`src/rtl/vga_stream_reader_pkg.sv`:
```
// Shared timing defaults, FSM state type, pixel struct and the word unpack helper
// for the VGA frame-buffer stream reader.
package vga_stream_reader_pkg;

    localparam int CNT_W = 10;

    localparam int H_ACTIVE_D = 640;
    localparam int H_FP_D     = 16;
    localparam int H_SYNC_D   = 96;
    localparam int H_BP_D     = 48;
    localparam int H_TOTAL_D  = H_ACTIVE_D + H_FP_D + H_SYNC_D + H_BP_D;

    localparam int V_ACTIVE_D = 480;
    localparam int V_FP_D     = 10;
    localparam int V_SYNC_D   = 2;
    localparam int V_BP_D     = 33;
    localparam int V_TOTAL_D  = V_ACTIVE_D + V_FP_D + V_SYNC_D + V_BP_D;

    typedef enum logic [1:0] {
        IDLE   = 2'd0,
        ARM    = 2'd1,
        STREAM = 2'd2
    } state_e;

    typedef struct packed {
        logic [7:0] r;
        logic [7:0] g;
        logic [7:0] b;
    } rgb_t;

    // RGB mode expands 5-bit fields by zero-filling the low bits; gray mode
    // replicates the low byte onto all three channels and ignores the mask.
    function automatic rgb_t unpack_pixel(input logic [15:0] d,
                                          input logic        rgb,
                                          input logic [2:0]  mask);
        rgb_t p;
        if (rgb) begin
            p.r = mask[2] ? {d[14:10], 3'b000} : 8'h00;
            p.g = mask[1] ? {d[9:5],   3'b000} : 8'h00;
            p.b = mask[0] ? {d[4:0],   3'b000} : 8'h00;
        end else begin
            p.r = d[7:0];
            p.g = d[7:0];
            p.b = d[7:0];
        end
        return p;
    endfunction

endpackage

```
`src/rtl/vga_stream_reader_if.sv`:
```
// Read port of the SDRAM frame-buffer FIFO: pop request, one-cycle-late data, empty flag.
interface vga_stream_reader_if;
    logic        fifo_rd_req;
    logic [15:0] fifo_rd_data;
    logic        fifo_empty;

    modport master (output fifo_rd_req, input fifo_rd_data, input fifo_empty);
    modport slave  (input fifo_rd_req, output fifo_rd_data, output fifo_empty);
endinterface

```
`src/rtl/vga_stream_reader_timing_gen.sv`:
```
// Horizontal/vertical position counters and the position-decoded flags derived
// from them. Counters are held at (0,0) whenever run_i is low.
module vga_timing_gen
    import vga_stream_reader_pkg::*;
#(
    parameter int H_ACTIVE = H_ACTIVE_D,
    parameter int H_FP     = H_FP_D,
    parameter int H_SYNC   = H_SYNC_D,
    parameter int H_BP     = H_BP_D,
    parameter int V_ACTIVE = V_ACTIVE_D,
    parameter int V_FP     = V_FP_D,
    parameter int V_SYNC   = V_SYNC_D,
    parameter int V_BP     = V_BP_D
) (
    input  logic pixel_clk_i,
    input  logic reset_i,
    input  logic run_i,
    output logic active_o,
    output logic hsync_o,
    output logic vsync_o,
    output logic wrap_o,
    output logic load_pt_o,
    output logic origin_o
);

    localparam logic [CNT_W-1:0] H_ACT_C  = CNT_W'(H_ACTIVE);
    localparam logic [CNT_W-1:0] H_SS_C   = CNT_W'(H_ACTIVE + H_FP);
    localparam logic [CNT_W-1:0] H_SE_C   = CNT_W'(H_ACTIVE + H_FP + H_SYNC);
    localparam logic [CNT_W-1:0] H_LAST_C = CNT_W'(H_ACTIVE + H_FP + H_SYNC + H_BP - 1);
    localparam logic [CNT_W-1:0] V_ACT_C  = CNT_W'(V_ACTIVE);
    localparam logic [CNT_W-1:0] V_SS_C   = CNT_W'(V_ACTIVE + V_FP);
    localparam logic [CNT_W-1:0] V_SE_C   = CNT_W'(V_ACTIVE + V_FP + V_SYNC);
    localparam logic [CNT_W-1:0] V_LAST_C = CNT_W'(V_ACTIVE + V_FP + V_SYNC + V_BP - 1);

    logic [CNT_W-1:0] h_cnt_q, h_cnt_d;
    logic [CNT_W-1:0] v_cnt_q, v_cnt_d;
    logic             h_last_s, v_last_s;

    assign h_last_s  = (h_cnt_q == H_LAST_C);
    assign v_last_s  = (v_cnt_q == V_LAST_C);
    assign wrap_o    = h_last_s && v_last_s;
    assign active_o  = (h_cnt_q < H_ACT_C) && (v_cnt_q < V_ACT_C);
    assign hsync_o   = (h_cnt_q >= H_SS_C) && (h_cnt_q < H_SE_C);
    assign vsync_o   = (v_cnt_q >= V_SS_C) && (v_cnt_q < V_SE_C);
    assign load_pt_o = (v_cnt_q == V_ACT_C) && (h_cnt_q == '0);
    assign origin_o  = (v_cnt_q == '0) && (h_cnt_q == '0);

    // Next position: hold at origin when stopped, otherwise raster-scan with wrap
    always_comb begin
        h_cnt_d = h_cnt_q;
        v_cnt_d = v_cnt_q;
        if (!run_i) begin
            h_cnt_d = '0;
            v_cnt_d = '0;
        end else if (h_last_s) begin
            h_cnt_d = '0;
            if (v_last_s) begin
                v_cnt_d = '0;
            end else begin
                v_cnt_d = v_cnt_q + CNT_W'(1);
            end
        end else begin
            h_cnt_d = h_cnt_q + CNT_W'(1);
        end
    end

    // Position counter registers
    always_ff @(posedge pixel_clk_i) begin
        if (reset_i) begin
            h_cnt_q <= '0;
            v_cnt_q <= '0;
        end else begin
            h_cnt_q <= h_cnt_d;
            v_cnt_q <= v_cnt_d;
        end
    end

endmodule

```
`src/rtl/vga_stream_reader.sv`:
```
// Frame-buffer consumer: pops pixel words from the SDRAM read FIFO in step with
// 640x480@60 VGA timing and drives sync, blanking and 8-bit RGB pins.
// Control outputs are registered one cycle behind the counters so they line up
// with FIFO data, which arrives one cycle after the pop.
module vga_stream_reader
    import vga_stream_reader_pkg::*;
#(
    parameter int   H_ACTIVE = H_ACTIVE_D,
    parameter int   H_FP     = H_FP_D,
    parameter int   H_SYNC   = H_SYNC_D,
    parameter int   H_BP     = H_BP_D,
    parameter int   V_ACTIVE = V_ACTIVE_D,
    parameter int   V_FP     = V_FP_D,
    parameter int   V_SYNC   = V_SYNC_D,
    parameter int   V_BP     = V_BP_D,
    parameter logic SYNC_POL = 1'b0
) (
    input  logic                 pixel_clk_i,
    input  logic                 reset_i,
    input  logic                 enable_i,
    input  logic                 rgb_mode_i,
    input  logic [2:0]           chan_mask_i,
    vga_stream_reader_if.master  fifo,
    output logic                 frame_load_o,
    output logic                 h_sync_o,
    output logic                 v_sync_o,
    output logic                 n_blank_o,
    output logic                 n_sync_o,
    output logic [7:0]           vga_r_o,
    output logic [7:0]           vga_g_o,
    output logic [7:0]           vga_b_o,
    output logic [15:0]          underflow_cnt_o
);

    state_e      state_q;
    logic        frame_load_q;
    logic        h_sync_q;
    logic        v_sync_q;
    logic        n_blank_q;
    logic        valid_q;
    logic        mode_q;
    logic [2:0]  mask_q;
    logic [15:0] underflow_q;

    logic run_s, active_s, hsync_s, vsync_s, wrap_s, load_pt_s, origin_s;
    logic stream_px_s, pop_s, miss_s;
    rgb_t pix_s;

    assign run_s = (state_q != IDLE);

    vga_timing_gen #(
        .H_ACTIVE (H_ACTIVE), .H_FP (H_FP), .H_SYNC (H_SYNC), .H_BP (H_BP),
        .V_ACTIVE (V_ACTIVE), .V_FP (V_FP), .V_SYNC (V_SYNC), .V_BP (V_BP)
    ) u_timing (
        .pixel_clk_i (pixel_clk_i),
        .reset_i     (reset_i),
        .run_i       (run_s),
        .active_o    (active_s),
        .hsync_o     (hsync_s),
        .vsync_o     (vsync_s),
        .wrap_o      (wrap_s),
        .load_pt_o   (load_pt_s),
        .origin_o    (origin_s)
    );

    // An empty FIFO suppresses the pop so the FIFO is never over-read; the
    // pixel is counted as missed and shown black.
    assign stream_px_s      = (state_q == STREAM) && active_s;
    assign pop_s            = stream_px_s && !fifo.fifo_empty;
    assign miss_s           = stream_px_s && fifo.fifo_empty;
    assign fifo.fifo_rd_req = pop_s;

    // FSM, frame-latched mode, underflow counter and the registered output stage
    always_ff @(posedge pixel_clk_i) begin
        if (reset_i) begin
            state_q      <= IDLE;
            frame_load_q <= 1'b0;
            h_sync_q     <= ~SYNC_POL;
            v_sync_q     <= ~SYNC_POL;
            n_blank_q    <= 1'b0;
            valid_q      <= 1'b0;
            mode_q       <= 1'b0;
            mask_q       <= 3'b000;
            underflow_q  <= 16'h0000;
        end else begin
            case (state_q)
                IDLE: begin
                    if (enable_i) begin
                        state_q <= ARM;
                    end
                end
                ARM: begin
                    if (wrap_s) begin
                        state_q <= enable_i ? STREAM : IDLE;
                    end
                end
                STREAM: begin
                    if (wrap_s && !enable_i) begin
                        state_q <= IDLE;
                    end
                end
                default: begin
                    state_q <= IDLE;
                end
            endcase

            frame_load_q <= run_s && load_pt_s;
            h_sync_q     <= (run_s && hsync_s) ? SYNC_POL : ~SYNC_POL;
            v_sync_q     <= (run_s && vsync_s) ? SYNC_POL : ~SYNC_POL;
            n_blank_q    <= run_s && active_s;
            valid_q      <= pop_s;

            if (origin_s) begin
                mode_q <= rgb_mode_i;
                mask_q <= chan_mask_i;
            end

            if (miss_s && (underflow_q != 16'hFFFF)) begin
                underflow_q <= underflow_q + 16'd1;
            end
        end
    end

    // Unpack the word the FIFO presents this cycle; black unless it was popped last cycle
    always_comb begin
        pix_s = unpack_pixel(fifo.fifo_rd_data, mode_q, mask_q);
        if (valid_q) begin
            vga_r_o = pix_s.r;
            vga_g_o = pix_s.g;
            vga_b_o = pix_s.b;
        end else begin
            vga_r_o = 8'h00;
            vga_g_o = 8'h00;
            vga_b_o = 8'h00;
        end
    end

    assign frame_load_o    = frame_load_q;
    assign h_sync_o        = h_sync_q;
    assign v_sync_o        = v_sync_q;
    assign n_blank_o       = n_blank_q;
    assign n_sync_o        = 1'b1;
    assign underflow_cnt_o = underflow_q;

endmodule

```
`src/flat_wrapper.sv`:
```
// flat-port wrapper written by rule: the top's interface ports become plain ports
module vga_stream_reader_flat import vga_stream_reader_pkg::*;
#(
    parameter int   H_ACTIVE = H_ACTIVE_D,
    parameter int   H_FP     = H_FP_D,
    parameter int   H_SYNC   = H_SYNC_D,
    parameter int   H_BP     = H_BP_D,
    parameter int   V_ACTIVE = V_ACTIVE_D,
    parameter int   V_FP     = V_FP_D,
    parameter int   V_SYNC   = V_SYNC_D,
    parameter int   V_BP     = V_BP_D,
    parameter logic SYNC_POL = 1'b0
)
  (pixel_clk_i, reset_i, enable_i, rgb_mode_i, chan_mask_i, frame_load_o, h_sync_o, v_sync_o, n_blank_o, n_sync_o, vga_r_o, vga_g_o, vga_b_o, underflow_cnt_o, fifo_fifo_rd_req, fifo_fifo_rd_data, fifo_fifo_empty);
  vga_stream_reader_if fifo_i ();
  input  logic pixel_clk_i;
  input  logic reset_i;
  input  logic enable_i;
  input  logic rgb_mode_i;
  input  logic [2:0] chan_mask_i;
  output logic frame_load_o;
  output logic h_sync_o;
  output logic v_sync_o;
  output logic n_blank_o;
  output logic n_sync_o;
  output logic [7:0] vga_r_o;
  output logic [7:0] vga_g_o;
  output logic [7:0] vga_b_o;
  output logic [15:0] underflow_cnt_o;
  output wire logic [$bits(fifo_i.fifo_rd_req)-1:0] fifo_fifo_rd_req;
  input wire logic [$bits(fifo_i.fifo_rd_data)-1:0] fifo_fifo_rd_data;
  input wire logic [$bits(fifo_i.fifo_empty)-1:0] fifo_fifo_empty;
  assign fifo_fifo_rd_req = fifo_i.fifo_rd_req;
  assign fifo_i.fifo_rd_data = fifo_fifo_rd_data;
  assign fifo_i.fifo_empty = fifo_fifo_empty;
  vga_stream_reader #(.H_ACTIVE(H_ACTIVE), .H_FP(H_FP), .H_SYNC(H_SYNC), .H_BP(H_BP), .V_ACTIVE(V_ACTIVE), .V_FP(V_FP), .V_SYNC(V_SYNC), .V_BP(V_BP), .SYNC_POL(SYNC_POL)) u_core (.pixel_clk_i(pixel_clk_i), .reset_i(reset_i), .enable_i(enable_i), .rgb_mode_i(rgb_mode_i), .chan_mask_i(chan_mask_i), .fifo(fifo_i), .frame_load_o(frame_load_o), .h_sync_o(h_sync_o), .v_sync_o(v_sync_o), .n_blank_o(n_blank_o), .n_sync_o(n_sync_o), .vga_r_o(vga_r_o), .vga_g_o(vga_g_o), .vga_b_o(vga_b_o), .underflow_cnt_o(underflow_cnt_o));
endmodule
```
`config.mk`:
```
export PLATFORM = sky130hd
export DESIGN_NAME = vga_stream_reader_flat
export DESIGN_NICKNAME = d
export VERILOG_FILES = /design/src/rtl/vga_stream_reader_pkg.sv /design/src/rtl/vga_stream_reader_if.sv /design/src/rtl/vga_stream_reader_timing_gen.sv /design/src/rtl/vga_stream_reader.sv /design/src/flat_wrapper.sv
export SDC_FILE = /design/constraint.sdc
export NUM_CORES = 1
export LEC_CHECK = 0
export CAP_MARGIN = 20
export CORE_AREA = 2 2 102 65
export CTS_BUF_LIST = sky130_fd_sc_hd__clkbuf_8
export DETAILED_ROUTE_END_ITERATION = 7
export DIE_AREA = 0 0 104 67
export PLACE_DENSITY = 0.76
export SKIP_LAST_GASP = 1
export SYNTH_ARGS = -nofsm -noshare
export SYNTH_HDL_FRONTEND = slang
export SYNTH_SLANG_ARGS = --single-unit
export TNS_END_PERCENT = 20
```
`constraint.sdc`:
```
create_clock -name pixel_clk_i -period 2.02 [get_ports pixel_clk_i]
set_clock_uncertainty 0.15 [all_clocks]
set_input_delay 0.606 -clock pixel_clk_i [delete_from_list [all_inputs] [get_ports pixel_clk_i]]
set_output_delay 0.606 -clock pixel_clk_i [all_outputs]
set_load 0.02 [all_outputs]
```
==> results by group, run 1 <==
Drt
  • Post-detailed-routing wire length: 7.54 mm
  • Vias: 2813
  • Detailed-route wire length per cell: 14.6 um
  • Per-cell via count in the routed design: 5.45
  • Total DRC errors in the routed layout: 0
  • Antenna Violating Nets Remaining: 0
  • Drt pass-1 iters: 4
  • Iteration-0 DRC Markers: 237

Global route
  • Global-route wire length before repair: 11.9 mm
  • Overflow after GRT: 0
  • Antenna violations before repair: 0
  • Maximum number of pins on one net before global-route repair: 30
  • Via count of the first global-routing pass: 2513
  • Overall global routing resource usage: 0.210

Logic synthesis
  • Dominant cell type by area after synthesis: dfxtp_1
  • Number of different library cells in the post-synthesis netlist: 40
  • Seq/Total Area, Yosys: 0.358
  • Top post-synthesis cells by area: dfxtp_1 36%, nand3_1 7.1%, a21oi_1 4.4%
  • Total of warnings raised by yosys: 0
  • Post-Syn Nets: 354
  • Combined area of all synthesized cells: 0.00263 sq mm
  • Avg Inst Size Synth: 8.08 sq um
  • Proportion of netlist area held by the largest area contributor: 0.358
  • Instance count of the mapped netlist: 325
  • Flop and latch count out of synthesis: 47

Clock network
  • Root buffer cell: clkbuf_8
  • Number of buffers inserted during clock tree synthesis: 5
  • TritonCTS clock tree: built
  • Clk_lat worst skew: 0.30 ns
  • Longest Clk Path Bufs: 2
  • Level count of the clock H-tree: 2
  • Clock slew at the register clock pins of the worst setup and hold paths: 0.09 ns
  • Number of clock sinks seen by CTS: 47

Setup path
  • Maximum fanout count along the critical path: 8
  • Crit path from: u_core.underflow_cnt_o[11]$_SDFFE_PP0P_
  • Category of cells accounting for the largest share of critical-path delay: buffers and inverters
  • Start of the worst register-to-register path: u_core.u_timing.v_cnt_q[5]$_SDFFE_PP0P_
  • Number of cells on the critical path: 1
  • Register-to-register path setup slack: -0.14 ns
  • Capturing element type of the critical path: primary output
  • Cell-by-cell trace of the critical path: clkdlybuf4s50_1
  • Slowest cell delay on critical path: 0.66 ns
  • Crit Path Category: flip-flop to primary output
  • Critical path startpoint category: flip-flop
  • Required time of the worst setup path: 1.26 ns
  • Number of buffer and inverter instances along the worst setup path: 1
  • Critical path arrival: 1.40 ns
  • Depth of the worst register-to-register path: 5
  • Critical path's slowest cell: clkdlybuf4s50_1
  • Worst flop-to-flop path endpoint: u_core.state_q[1]$_SDFFE_PP0P_

Placed design
  • Cell total after placement: 504
  • Routability congestion estimate from global placement: 0.810
  • Final HPWL DP: 5.50 mm
  • Count of input and output buffers: 67
  • Post-place instance area: 0.00368 sq mm
  • Post-Place Setup Slack: -0.777 ns

Floorplanning
  • DIE WIDTH: 104 um
  • Die footprint: 0.00697 sq mm
  • Die H: 67 um
  • Top-level I/O count: 70
  • Number of rows created at floorplan: 22
  • Initial cell density of the core: 0.441
  • Area inside the core boundary: 0.00595 sq mm

Layout
  • Final-stage net count: 460
  • Antenna diode count: 0
  • Share of post-route cells with drive strength above 1: 0.303
  • Non-filler cells in the finished layout: 516
  • Signed area change from the synthesized netlist to the final layout: 49.0%
  • Final core utilization: 0.658
  • Final-layout fill cell count: 510
  • Cell area after layout: 0.00391 sq mm

Power
  • Max rail drop VDD: 0.421 mV
  • Leakage power: 1.53 nW
  • Overall power after layout: 1.78 mW
  • Pwr per Cell Area: 455 mW/mm^2

Job
  • Max-cap violations: 0

STA
  • Highest attainable clock frequency: 464 MHz
  • Hold violation count in the final report: 0
  • Worst slew slack as a fraction of its limit: 0.657
  • Worst-margin pin slew: 0.513 ns
  • Worst setup margin: -0.137 ns
  • Final Max Slew Viols: 0
  • Endpoints failing setup: 36
  • Post-layout minimum cycle time: 2.16 ns
  • Unrepaired setup endpoints after global routing: true
  • Share of the clock period used by the worst path: 1.07

Worst hold path
  • Cell count of the worst hold path: 1
  • Launch point of the worst hold path: u_core.u_timing.v_cnt_q[3]$_SDFFE_PP0P_
  • Hold Crit Endpoint: u_core.v_sync_o$_SDFF_PP1_
  • Path type of the worst min-delay path: flip-flop to flip-flop

Run status
  • Result of the run: finished, violations left
  • Violated checks: negative setup slack
[registers in the layout, summed over array words and instances (netlist names)]
| signal | count |
|---|---|
| u_core.underflow_cnt_o | 16 |
| u_core.u_timing.h_cnt_q | 10 |
| u_core.u_timing.v_cnt_q | 10 |
| u_core.mask_q | 3 |
| u_core.state_q | 2 |
| u_core.frame_load_o | 1 |
| u_core.h_sync_o | 1 |
| u_core.mode_q | 1 |
| u_core.n_blank_o | 1 |
| u_core.v_sync_o | 1 |
| u_core.valid_q | 1 |
[placed cells by master (no fill, tap or decap), drive strengths merged, types with 11 or more instances in the layout]
cell           synthesis  layout
or4                   13      13
dlygate4sd2            0      13
o31ai                 11      11
clkdlybuf4s50          0      22
nand3                 37      37
buf                   11      79
nand2                 13      13
a21oi                 23      23
o21ai                 13      13
nor2                  24      24
nand4                 13      13
dfxtp                 47      47
a21boi                15      15
[worst register-to-register path, delay by kind of cell (launching register included)]
kind            cells  cell delay (ns)
compound gates      1             0.14
buf+inv             1             0.12
flops               1             0.33
simple gates        3             1.35
[timing repair]
item,in CTS,in global routing
pin swaps,20,11
buffers inserted,0,3
gates cloned,0,1
endpoints found under the hold margin,0,0
hold buffers,0,0
setup endpoints to repair,73,74
gates resized for setup,180,31
[layout make-up]
class	count	area (sq um)	area share
clock buffers	5	68.8	0.0176
clock inverters	3	43.8	0.0112
inverters	9	33.8	0.00864
multi-input cells	247	1690	0.433
flip-flops and latches	47	946	0.242
well taps	84	105	0.0269
repair buffers	121	1020	0.261
[per-layer routing]
metal  part of all wire  up-vias  global-route usage
met4             0.0036        0              0.0490
li1                   -     1410                   -
met3              0.055        2              0.0431
met5                  0        -                   0
met2               0.45       88               0.341
met1               0.49     1313               0.288
[cell families after synthesis]
group	count (synthesis)	synth area share
AOI/OAI and AO/OA	66	0.157
xor gates and xnor gates	11	0.0367
adders and majority gates	5	0.0238
buffers and inverters	32	0.0634
DFF	47	0.358
muxes	5	0.0214
other	1	0.00143
and+or+nand+nor	158	0.338
[cells in the mapped netlist]
| cell | number |
|---|---|
| a2111oi_0 | 1 |
| a21boi_0 | 15 |
| a21oi_1 | 23 |
| and2_1 | 4 |
| and3_1 | 4 |
| and4_1 | 5 |
| and4_2 | 1 |
| buf_2 | 2 |
| buf_4 | 7 |
| buf_6 | 2 |
| clkbuf_1 | 10 |
| clkbuf_2 | 2 |
| conb_1 | 1 |
| dfxtp_1 | 47 |
| ha_1 | 5 |
| inv_1 | 9 |
| mux2_2 | 5 |
| nand2_1 | 13 |
| nand2b_1 | 7 |
| nand3_1 | 37 |
| nand4_1 | 13 |
| nor2_1 | 24 |
| nor2b_1 | 7 |
| nor3_1 | 8 |
| nor4_1 | 9 |
| nor4bb_1 | 2 |
| o21ai_0 | 12 |
| o21ai_1 | 1 |
| o21bai_1 | 1 |
| o21bai_2 | 1 |
| o31ai_1 | 11 |
| o41ai_1 | 1 |
| or2_2 | 1 |
| or3_1 | 8 |
| or3_2 | 1 |
| or3b_2 | 1 |
| or4_1 | 12 |
| or4_4 | 1 |
| xnor2_1 | 8 |
| xor2_1 | 3 |
[power by group]
part	internal, mW	switching (mW)	total (mW)
combinational	0.0763	0.0680	0.144
clock	0.369	0.320	0.688
sequential	0.936	0.0114	0.947
[worst max-delay path by stage]
stage	to	slack, ns
after floorplan	fifo_fifo_rd_req	-0.10
after global placement	vga_g_o[5]	-0.74
after detailed placement	fifo_fifo_rd_req	-0.78
after CTS	vga_r_o[4]	-0.19
after global routing	underflow_cnt_o[11]	-0.19
final	underflow_cnt_o[11]	-0.14
[through the flow]
stage	TNS, ns	hold WS, ns
after floorplan	-0.550	0.275
after global placement	-27.02	0.337
after detailed placement	-27.23	0.338
after CTS	-3.97	0.359
after global routing	-5.05	0.392
final	-2.15	0.361
(Power assumes the default switching activity.)
==> run 2: changes to the inputs <==
==> constraint.sdc (replaced) <==
create_clock -name pixel_clk_i -period 1.73 [get_ports pixel_clk_i]
set_clock_uncertainty 0.15 [all_clocks]
set_input_delay 0.519 -clock pixel_clk_i [delete_from_list [all_inputs] [get_ports pixel_clk_i]]
set_output_delay 0.519 -clock pixel_clk_i [all_outputs]
set_load 0.02 [all_outputs]
==> results by group, run 2 (synthesis gave the netlist of run 1 again) <==
Run status
  • Result of the run: finished, violations left (unchanged)
  • Violated checks: negative setup slack (unchanged)

Power
  • Net load switching power: 466 uW (was 399 uW)
  • Sequential fraction of design power: 0.574 (was 0.532)
  • Clock group share of total power: 0.330 (was 0.387)
  • Max rail drop VDD: 0.411 mV (was 0.421 mV)
  • Pwr per Cell Area: 465 mW/mm^2 (was 455 mW/mm^2)
  • Leakage power: 1.59 nW (was 1.53 nW)
  • Gate power share: 0.096 (was 0.081)
  • Internal cell power: 1.46 mW (was 1.38 mW)
  • Switching part of the total: 0.242 (was 0.224)

Drt
  • Antenna Violating Nets Remaining: 0 (unchanged)
  • Post-detailed-routing wire length: 8.27 mm (was 7.54 mm)
  • Vias: 2991 (was 2813)
  • Drt pass-1 iters: 4 (unchanged)
  • Total DRC errors in the routed layout: 0 (unchanged)
  • Iteration-0 DRC Markers: 234 (was 237)
  • Per-cell via count in the routed design: 5.64 (was 5.45)
  • Detailed-route wire length per cell: 15.6 um (was 14.6 um)

Setup path
  • Critical path arrival: 2.21 ns (was 1.40 ns)
  • Crit Path Category: flip-flop to flip-flop (was flip-flop to primary output)
  • Maximum fanout count along the critical path: 6 (was 8)
  • Required time of the worst setup path: 1.81 ns (was 1.26 ns)
  • Number of buffer and inverter instances along the worst setup path: 1 (unchanged)
  • Critical path's slowest cell: or4_4 (was clkdlybuf4s50_1)
  • Slowest cell delay on critical path: 0.53 ns (was 0.66 ns)
  • CP dominant cell by count: or3_4
  • Cell-by-cell trace of the critical path: buf_6 -> or3_4 -> or3_4 -> or4_4 -> o21ai_2 (was clkdlybuf4s50_1)
  • Critical path startpoint category: flip-flop (unchanged)
  • Capturing element type of the critical path: flip-flop (was primary output)
  • Category of cells accounting for the largest share of critical-path delay: simple AND/OR/NAND/NOR gates (was buffers and inverters)

Clock network
  • Number of buffers inserted during clock tree synthesis: 5 (unchanged)
  • Clock slew at the register clock pins of the worst setup and hold paths: 0.09 ns (about the same)
  • Level count of the clock H-tree: 2 (unchanged)
  • Number of clock sinks seen by CTS: 47 (unchanged)
  • Clk_lat worst skew: 0.29 ns (was 0.30 ns)
  • TritonCTS clock tree: built (unchanged)
  • Root buffer cell: clkbuf_8 (unchanged)
  • Longest Clk Path Bufs: 2 (unchanged)

Global route
  • Maximum number of pins on one net before global-route repair: 30 (unchanged)
  • Antenna violations before repair: 0 (unchanged)
  • Via count of the first global-routing pass: 2722 (was 2513)
  • Overall global routing resource usage: 0.231 (was 0.210)
  • Global-route wire length before repair: 13.0 mm (was 11.9 mm)
  • Overflow after GRT: 0 (unchanged)

Layout
  • Most common cell after layout, fill and taps aside: buf_4 (unchanged)
  • Commonest non-fill, non-tap cells in the layout: 70 x buf_4, 34 x nand3_1, 34 x dfxtp_1 (was 59 x buf_4, 43 x dfxtp_1, 36 x nand3_1)
  • Antenna diode count: 0 (unchanged)
  • Final core utilization: 0.697 (was 0.658)
  • Share of post-route cells with drive strength above 1: 0.368 (was 0.303)
  • Max reg flops: 16 (unchanged)
  • Final-stage net count: 474 (was 460)
  • Signed area change from the synthesized netlist to the final layout: 58.0% (was 49.0%)

Floorplanning
  • Die H: 67 um (unchanged)
  • Top-level I/O count: 70 (unchanged)
  • Initial cell density of the core: 0.441 (unchanged)
  • Die footprint: 0.00697 sq mm (unchanged)
  • DIE WIDTH: 104 um (unchanged)
  • Number of rows created at floorplan: 22 (unchanged)
  • Area inside the core boundary: 0.00595 sq mm (unchanged)

STA
  • Post-route setup TNS: -19.34 ns (was -2.15 ns)
  • Post-layout minimum cycle time: 2.13 ns
  • Highest attainable clock frequency: 469 MHz
  • Worst setup margin: -0.404 ns (was -0.137 ns)
  • Hold violation count in the final report: 0 (unchanged)
  • Unrepaired setup endpoints after global routing: true (unchanged)
  • Final Max Slew Viols: 0 (unchanged)
  • Endpoints failing setup: 80 (was 36)
  • Share of the clock period used by the worst path: 1.23

Placed design
  • Count of input and output buffers: 67 (unchanged)
  • Final HPWL DP: 5.57 mm (was 5.50 mm)
  • Routability congestion estimate from global placement: 0.861 (was 0.810)

Job
  • Max-cap violations: 0 (unchanged)

Worst hold path
  • Path type of the worst min-delay path: flip-flop to flip-flop (unchanged)
run 2: through the flow:
step	hold WS (ns)	worst slack [ns]	instances	cell area (sq um)	total power [mW]
floorplan	0.275	-0.358	325	2720	1.19
global placement	0.352	-0.925	514	3790	1.28
detailed placement	0.371	-0.957	514	3790	1.28
CTS	0.383	-0.388	527	4010	1.93
global route	0.403	-0.439	530	4150	2.01
finish	0.386	-0.404	530	4150	1.93
run 2: area by class of cell:
type | instances | area, sq um
multi-input combinational | 247 | 1750
inverter | 9 | 33.8
clock buffer | 5 | 68.8
clock inverter | 3 | 16.3
fill | 476 | 1800
timing repair buffer | 135 | 1210
sequential | 47 | 965
tap | 84 | 105
run 2: layer usage:
metal | global-route usage | part of all wire
met3 | 0.0382 | 0.062
met4 | 0.0524 | 0.0071
met1 | 0.307 | 0.46
met2 | 0.399 | 0.47
met5 | 0 | 0
run 2: repair_timing:
item                       CTS  global route
setup endpoints to repair   84            86
hold buffers                 0             0
cloned                       2             2
setup buffers                4             1
pin swaps                   25            11
gates resized for setup    192            33
run 2: power by group through the flow:
stage	Clock, mW	Combinational [mW]	Sequential (mW)
after floorplan	0	0.0613	1.13
after global placement	0	0.149	1.13
after detailed placement	0	0.153	1.13
after CTS	0.654	0.175	1.11
after global routing	0.705	0.198	1.11
final	0.636	0.185	1.11
run 2: worst min-delay path, cell delays in order, from the launching register on:
cell     delay [ns]
dfxtp_2        0.37
o31ai_1        0.07
a21oi_1        0.06
run 2: final timing paths:
| path | start | end | slack (ns) | depth (start not counted) |
|---|---|---|---|---|
| max | u_core.u_timing.h_cnt_q[7]$_SDFF_PP0_ | u_core.state_q[1]$_SDFFE_PP0P_ | -0.40 | 5 |
| min | u_core.underflow_cnt_o[7]$_SDFFE_PP0P_ | u_core.underflow_cnt_o[7]$_SDFFE_PP0P_ | 0.39 | 2 |
| max reg2reg | u_core.u_timing.h_cnt_q[7]$_SDFF_PP0_ | u_core.state_q[1]$_SDFFE_PP0P_ | -0.40 | 5 |
| min reg2reg | u_core.underflow_cnt_o[7]$_SDFFE_PP0P_ | u_core.underflow_cnt_o[7]$_SDFFE_PP0P_ | 0.39 | 2 |
